$ cat src/rtl/tdm_demux16_pkg.sv
// Shared types and defaults for the 16-channel TDM receive path.
package tdm_pkg;
  localparam int N_CH_DEFAULT = 16;

  typedef enum logic {IDLE, FILL} tdm_state_t;

  typedef logic [3:0] ch_sel_t;
endpackage

$ cat src/rtl/tdm_demux16_if.sv
// Serial-in / parallel-out bundle between the TDM source and the demultiplexer.
interface tdm_demux16_if
  import tdm_pkg::*;
#(
  parameter int N_CH = N_CH_DEFAULT
);
  localparam int SEL_W = $clog2(N_CH);

  // din_valid qualifies din and sync in the same cycle; there is no ready,
  // the receiver consumes every valid beat on the edge that samples it.
  logic              din;
  logic              din_valid;
  logic              sync;
  logic              mode;
  logic [SEL_W-1:0]  sel_ext;
  logic [N_CH-1:0]   y;
  logic [SEL_W-1:0]  ch_idx;
  logic              busy;
  logic              frame_done;
  logic              err_sync;
  tdm_state_t        dbg_state;

  modport master (
    output din, din_valid, sync, mode, sel_ext,
    input  y, ch_idx, busy, frame_done, err_sync, dbg_state
  );

  modport slave (
    input  din, din_valid, sync, mode, sel_ext,
    output y, ch_idx, busy, frame_done, err_sync, dbg_state
  );
endinterface

$ cat src/rtl/tdm_demux16_chan_counter.sv
// Channel index counter: clear beats load-to-1, which beats increment.
module tdm_chan_counter #(
  parameter  int N_CH  = 16,
  localparam int SEL_W = $clog2(N_CH)
) (
  input  logic             clk,
  input  logic             rst_n,
  input  logic             load1_i,
  input  logic             inc_i,
  input  logic             clear_i,
  output logic [SEL_W-1:0] cnt_o,
  output logic             wrap_o
);
  logic [SEL_W-1:0] cnt_q, cnt_d;

  always_comb begin
    cnt_d = cnt_q;
    if (clear_i) begin
      cnt_d = '0;
    end else if (load1_i) begin
      cnt_d = SEL_W'(1);
    end else if (inc_i) begin
      cnt_d = cnt_q + SEL_W'(1);
    end
  end

  always_ff @(posedge clk or negedge rst_n) begin
    if (!rst_n) begin
      cnt_q <= '0;
    end else begin
      cnt_q <= cnt_d;
    end
  end

  assign cnt_o  = cnt_q;
  assign wrap_o = (cnt_q == SEL_W'(N_CH - 1));
endmodule

$ cat src/rtl/tdm_demux16.sv
// 1-to-16 TDM demultiplexer: sync-started frames into a shadow register,
// committed to y in one shot, plus a direct external-select write path.
module tdm_demux16
  import tdm_pkg::*;
#(
  parameter int N_CH = N_CH_DEFAULT
) (
  input logic          clk,
  input logic          rst_n,
  tdm_demux16_if.slave bus
);
  localparam int SEL_W = $clog2(N_CH);

  tdm_state_t       state_q, state_d;
  logic [N_CH-1:0]  shadow_q, shadow_d;
  logic [N_CH-1:0]  y_q, y_d;
  logic             done_q, done_d;
  logic             err_q, err_d;
  logic             cnt_load1, cnt_inc, cnt_clear, cnt_wrap;
  logic [SEL_W-1:0] cnt;

  tdm_chan_counter #(.N_CH(N_CH)) u_cnt (
    .clk     (clk),
    .rst_n   (rst_n),
    .load1_i (cnt_load1),
    .inc_i   (cnt_inc),
    .clear_i (cnt_clear),
    .cnt_o   (cnt),
    .wrap_o  (cnt_wrap)
  );

  always_comb begin
    state_d   = state_q;
    shadow_d  = shadow_q;
    y_d       = y_q;
    done_d    = 1'b0;
    err_d     = 1'b0;
    cnt_load1 = 1'b0;
    cnt_inc   = 1'b0;
    cnt_clear = 1'b0;
    if (bus.mode) begin
      // External select bypasses the shadow and silently abandons any frame.
      state_d   = IDLE;
      cnt_clear = 1'b1;
      if (bus.din_valid) begin
        y_d[bus.sel_ext] = bus.din;
      end
    end else if (bus.din_valid) begin
      case (state_q)
        IDLE: begin
          if (bus.sync) begin
            shadow_d[0] = bus.din;
            cnt_load1   = 1'b1;
            state_d     = FILL;
          end
        end
        FILL: begin
          if (bus.sync) begin
            err_d       = 1'b1;
            shadow_d    = '0;
            shadow_d[0] = bus.din;
            cnt_load1   = 1'b1;
          end else if (cnt_wrap) begin
            y_d       = {bus.din, shadow_q[N_CH-2:0]};
            done_d    = 1'b1;
            cnt_clear = 1'b1;
            state_d   = IDLE;
          end else begin
            shadow_d[cnt] = bus.din;
            cnt_inc       = 1'b1;
          end
        end
        default: state_d = IDLE;
      endcase
    end
  end

  always_ff @(posedge clk or negedge rst_n) begin
    if (!rst_n) begin
      state_q  <= IDLE;
      shadow_q <= '0;
      y_q      <= '0;
      done_q   <= 1'b0;
      err_q    <= 1'b0;
    end else begin
      state_q  <= state_d;
      shadow_q <= shadow_d;
      y_q      <= y_d;
      done_q   <= done_d;
      err_q    <= err_d;
    end
  end

  assign bus.y          = y_q;
  assign bus.ch_idx     = cnt;
  assign bus.busy       = (state_q == FILL);
  assign bus.frame_done = done_q;
  assign bus.err_sync   = err_q;
  assign bus.dbg_state  = state_q;
endmodule

$ cat src/flat_wrapper.sv
// flat-port wrapper written by rule: the top's interface ports become plain ports
module tdm_demux16_flat import tdm_pkg::*;
#(
  parameter int N_CH = N_CH_DEFAULT
)
  (clk, rst_n, bus_din, bus_din_valid, bus_sync, bus_mode, bus_sel_ext, bus_y, bus_ch_idx, bus_busy, bus_frame_done, bus_err_sync, bus_dbg_state);
  tdm_demux16_if #(.N_CH(N_CH)) bus_i ();
  input logic clk;
  input logic rst_n;
  input wire logic [$bits(bus_i.din)-1:0] bus_din;
  input wire logic [$bits(bus_i.din_valid)-1:0] bus_din_valid;
  input wire logic [$bits(bus_i.sync)-1:0] bus_sync;
  input wire logic [$bits(bus_i.mode)-1:0] bus_mode;
  input wire logic [$bits(bus_i.sel_ext)-1:0] bus_sel_ext;
  output wire logic [$bits(bus_i.y)-1:0] bus_y;
  output wire logic [$bits(bus_i.ch_idx)-1:0] bus_ch_idx;
  output wire logic [$bits(bus_i.busy)-1:0] bus_busy;
  output wire logic [$bits(bus_i.frame_done)-1:0] bus_frame_done;
  output wire logic [$bits(bus_i.err_sync)-1:0] bus_err_sync;
  output wire logic [$bits(bus_i.dbg_state)-1:0] bus_dbg_state;
  assign bus_i.din = bus_din;
  assign bus_i.din_valid = bus_din_valid;
  assign bus_i.sync = bus_sync;
  assign bus_i.mode = bus_mode;
  assign bus_i.sel_ext = bus_sel_ext;
  assign bus_y = bus_i.y;
  assign bus_ch_idx = bus_i.ch_idx;
  assign bus_busy = bus_i.busy;
  assign bus_frame_done = bus_i.frame_done;
  assign bus_err_sync = bus_i.err_sync;
  assign bus_dbg_state = bus_i.dbg_state;
  tdm_demux16 #(.N_CH(N_CH)) u_core (.clk(clk), .rst_n(rst_n), .bus(bus_i));
endmodule
$ cat config.mk
export PLATFORM = sky130hd
export DESIGN_NAME = tdm_demux16_flat
export DESIGN_NICKNAME = d
export VERILOG_FILES = /design/src/rtl/tdm_demux16_pkg.sv /design/src/rtl/tdm_demux16_if.sv /design/src/rtl/tdm_demux16_chan_counter.sv /design/src/rtl/tdm_demux16.sv /design/src/flat_wrapper.sv
export SDC_FILE = /design/constraint.sdc
export NUM_CORES = 1
export LEC_CHECK = 0
export CAP_MARGIN = 25
export CELL_PAD_IN_SITES_DETAIL_PLACEMENT = 0
export CELL_PAD_IN_SITES_GLOBAL_PLACEMENT = 1
export CORE_MARGIN = 5
export CORE_UTILIZATION = 35
export DETAILED_ROUTE_END_ITERATION = 12
export GPL_ROUTABILITY_DRIVEN = 0
export HOLD_SLACK_MARGIN = 0.08
export PLACE_DENSITY_LB_ADDON = 0.1
export SLEW_MARGIN = 10
export SYNTH_ARGS = -nofsm -noshare
export SYNTH_HDL_FRONTEND = slang
export SYNTH_SLANG_ARGS = --single-unit
$ cat constraint.sdc
create_clock -name clk -period 1.8 [get_ports clk]
set_input_delay 0.36 -clock clk [delete_from_list [all_inputs] [get_ports clk]]
set_output_delay 0.36 -clock clk [all_outputs]
set_load 0.02 [all_outputs]
==> results.toml, run 1 <==
[pwr]
swShare_pct = 31.0
p_switching_uw = 704
power.total_uw = 2270
intPower_uw = 1570
power_leakage_uw = 0.00135
p_seq_share_pct = 45.5
vdd_drop_max_v = 0.000387
power_frac_clock_pct = 27.1
p_per_area_nw_per_um2 = 744
p_comb_share_pct = 27.4

[global_route]
grt_pass1_vias = 1991
grt_max_degree = 21
overflow = 0
track_usage_pct = 16.2
antenna_found_initial = 0
grt_pass1_wl_um = 10700

[worst_hold_path]
hp-class = "flop to flop"

[timing]
fin_ws_ps = 109
fin_crit_ps = 1690
relSlewSlack_pct = 65.3
drv_slew = 0
fin_skew_ps = 6.43
clock.fmax_ghz = 0.591
finalHoldViolations = 0
setup_violations = 0
grt_setup_unrepaired = "no"
fin_crit_sh_pct = 94.0
tightest_slew_ps = 520

[setup_path]
cp-startpoint = "bus_mode"
crit_fanout = 17
timing.rr.start = "u_core.u_cnt.cnt_o[0]"
rr_endpoint = "u_core.shadow_q[0]"
crit_type = "primary input to flop"
reg2reg_depth = 6
crit_path_end = "u_core.bus.y[5]"
cp-end-kind = "flop"
worstPathRequired_ps = 1980
r2r_setup_slack_ps = 150
cp.arrival_ps = 1870
startpoint_type = "primary input"

[clock_network]
cts_tree = "yes"
clk_latency_ps = 300
cts_root_buf = "clkbuf_8"
cts_buffer_depth = 2
cts.sinks = 38
cts_buffers = 5
ctsHtreeMaxLevel = 2
path_clk_slew_ps = 70

[routing]
num_vias = 1967
drtIter0Drc = 90
viasPerCell = 5.45
wl_met2_um = 3080
first_pass_iters = 4
m1WireLength_um = 3260
wl_per_cell_um = 18.4
top_layer_used = "met4"
route.detailed.drc = 0
routed_wl_um = 6660
wl_met3_um = 191
ant_nets = 0

[synth]
synth_nets = 245
yosysTopAreaCell = "dfrtp_1"
syn_area_um2 = 2380
avgSynthCellArea_um2 = 10.3
synthFlopType = "dfrtp_1"
synth_top_area_share_pct = 39.9
ys_seq_area_share_pct = 39.9
synthCells = 231
synth-async-reset-ratio_pct = 100
synthDistinctLibCells = 44
yosys_warnings = 0
ys_ff_latch = 38
synth_common_cells = "40 x o22ai_1, 38 x dfrtp_1, 19 x inv_1"
synth_edf_count = 0
yosysMostFrequentCell = "o22ai_1"
yosys-top-cells-area = "dfrtp_1 40%, o22ai_1 11%, mux2_1 7.6%, a211oi_2 4.2%, inv_1 3.0%"

[die]
fp.coreArea_um2 = 6720
pin_count = 34
start_util_pct = 35.4
die_h_um = 92.5
die_w_um = 92.5
dieArea_um2 = 8550
row_count = 30

[finish]
layout.area.seq_um2 = 952
insertedDiodeCount = 0
multi_input_area_um2 = 1210
area_growth_pct = 28.4
nets = 296
drive_above_1_share_pct = 20.6
nFillCells = 644

[place]
pre_cts_ws_ps = -197
io_buffer_count = 33
dp_hpwl_um = 4980

[run]
cap_violations = 0

[status]
status = "complete, no violations"
==> per-stage QoR <==
step	instance area (um^2)	TNS, ps	std cells	utilization, %	hold slack (ps)
2_1_floorplan	2380	0	231	-	64.4
3_3_place_gp	2940	-2810	353	43.8	361
3_5_place_dp	2940	-3480	353	43.8	364
4_1_cts	3030	0	360	45.1	493
5_1_grt	3060	0	361	45.5	509
6_report	3060	0	361	45.5	487
==> kinds of logic (layout without fill, tap and decap cells) <==
group / count (synthesis) / count (layout) / synth area share [%]
flip-flops: 38 / 38 / 39.9
AO/OA/AOI/OAI: 68 / 68 / 21.3
buffers and inverters: 40 / 90 / 9.30
adder cells (fa/ha/maj): 4 / 4 / 2.10
AND/OR/NAND/NOR: 62 / 62 / 18.4
multiplexers: 19 / 19 / 8.88
==> state kept, by name (all words and copies together), names as in the netlist <==
signal	flops
u_core.u_cnt.cnt_o	4
u_core.bus.frame_done	1
u_core.bus.busy	1
u_core.shadow_q	15
u_core.bus.y	16
u_core.bus.err_sync	1
==> final cells by class <==
cell class              instances  area share (%)
repair buffers                 65            21.0
inverters                      19            2.33
clock buffers                   6            2.70
well taps                      80            3.27
flip-flops and latches         38            31.1
multi-input cells             153            39.5
==> power by group through the flow <==
stage / Sequential [uW] / Combinational, uW / Clock, uW
after floorplan: 1130 / 236 / 0
after global placement: 1050 / 624 / 0
after detailed placement: 1050 / 629 / 0
after CTS: 1040 / 630 / 627
after global routing: 1050 / 669 / 657
final: 1040 / 622 / 617
==> worst min path at each step <==
stage                            end  slack [ps]  cells after the start             start
CTS                 u_core.bus.y[10]         490                      1  u_core.bus.y[10]
global placement     u_core.bus.y[4]         360                      1             rst_n
floorplan            u_core.bus.busy          60                      0             rst_n
global route        u_core.bus.y[10]         510                      1  u_core.bus.y[10]
finish              u_core.bus.y[10]         490                      1  u_core.bus.y[10]
detailed placement   u_core.bus.y[4]         360                      1             rst_n
==> placed cells by master, fill, tap and decap left out, types with 3 or more instances in the layout <==
cell,instances
mux2_1,16
clkbuf_8,6
or2_2,3
nor3_1,5
nand2b_1,7
a211oi_2,8
ha_1,4
dfrtp_1,37
nand3_1,5
o22ai_1,40
nand3b_1,9
buf_4,25
nand4b_1,5
dlygate4sd2_1,4
a31oi_1,5
buf_12,6
inv_1,19
nand4_1,4
nand2_1,4
o22ai_2,4
clkdlybuf4s50_1,26
==> critical path, stage by stage <==
cell and delay (ps):
clkdlybuf4s50_1 490, nand3b_2 270, buf_12 170, o22ai_1 210, mux2_1 360
==> layer usage <==
metal / vias to the layer above / track usage, %
met2: 34 / 24.7
met4: 0 / 6.81
met1: 947 / 22.4
met5: - / 0
met3: 9 / 3.17
li1: 977 / -
==> timing repair <==
action,4_1_cts,5_1_grt
endpoints found under the hold margin,18,0
hold buffers,1,0
buffers inserted,0,1
setup endpoints to repair,4,5
pin swaps,0,1
gates resized for setup,5,2
Power figures use the tool's default switching activity.
==> inputs of run 2 (changes only) <==
Settings changed: ABC_CLOCK_PERIOD_IN_PS set to 1800.
==> results of run 2 <==
Same layout as run 1: the final DEF is identical, and so are final timing and power.
==> inputs of run 3 (changes only) <==
Settings changed: GPL_ROUTABILITY_DRIVEN 0 to not set.
==> results of run 3 <==
Same layout as run 1: the final DEF is identical, and so are final timing and power.
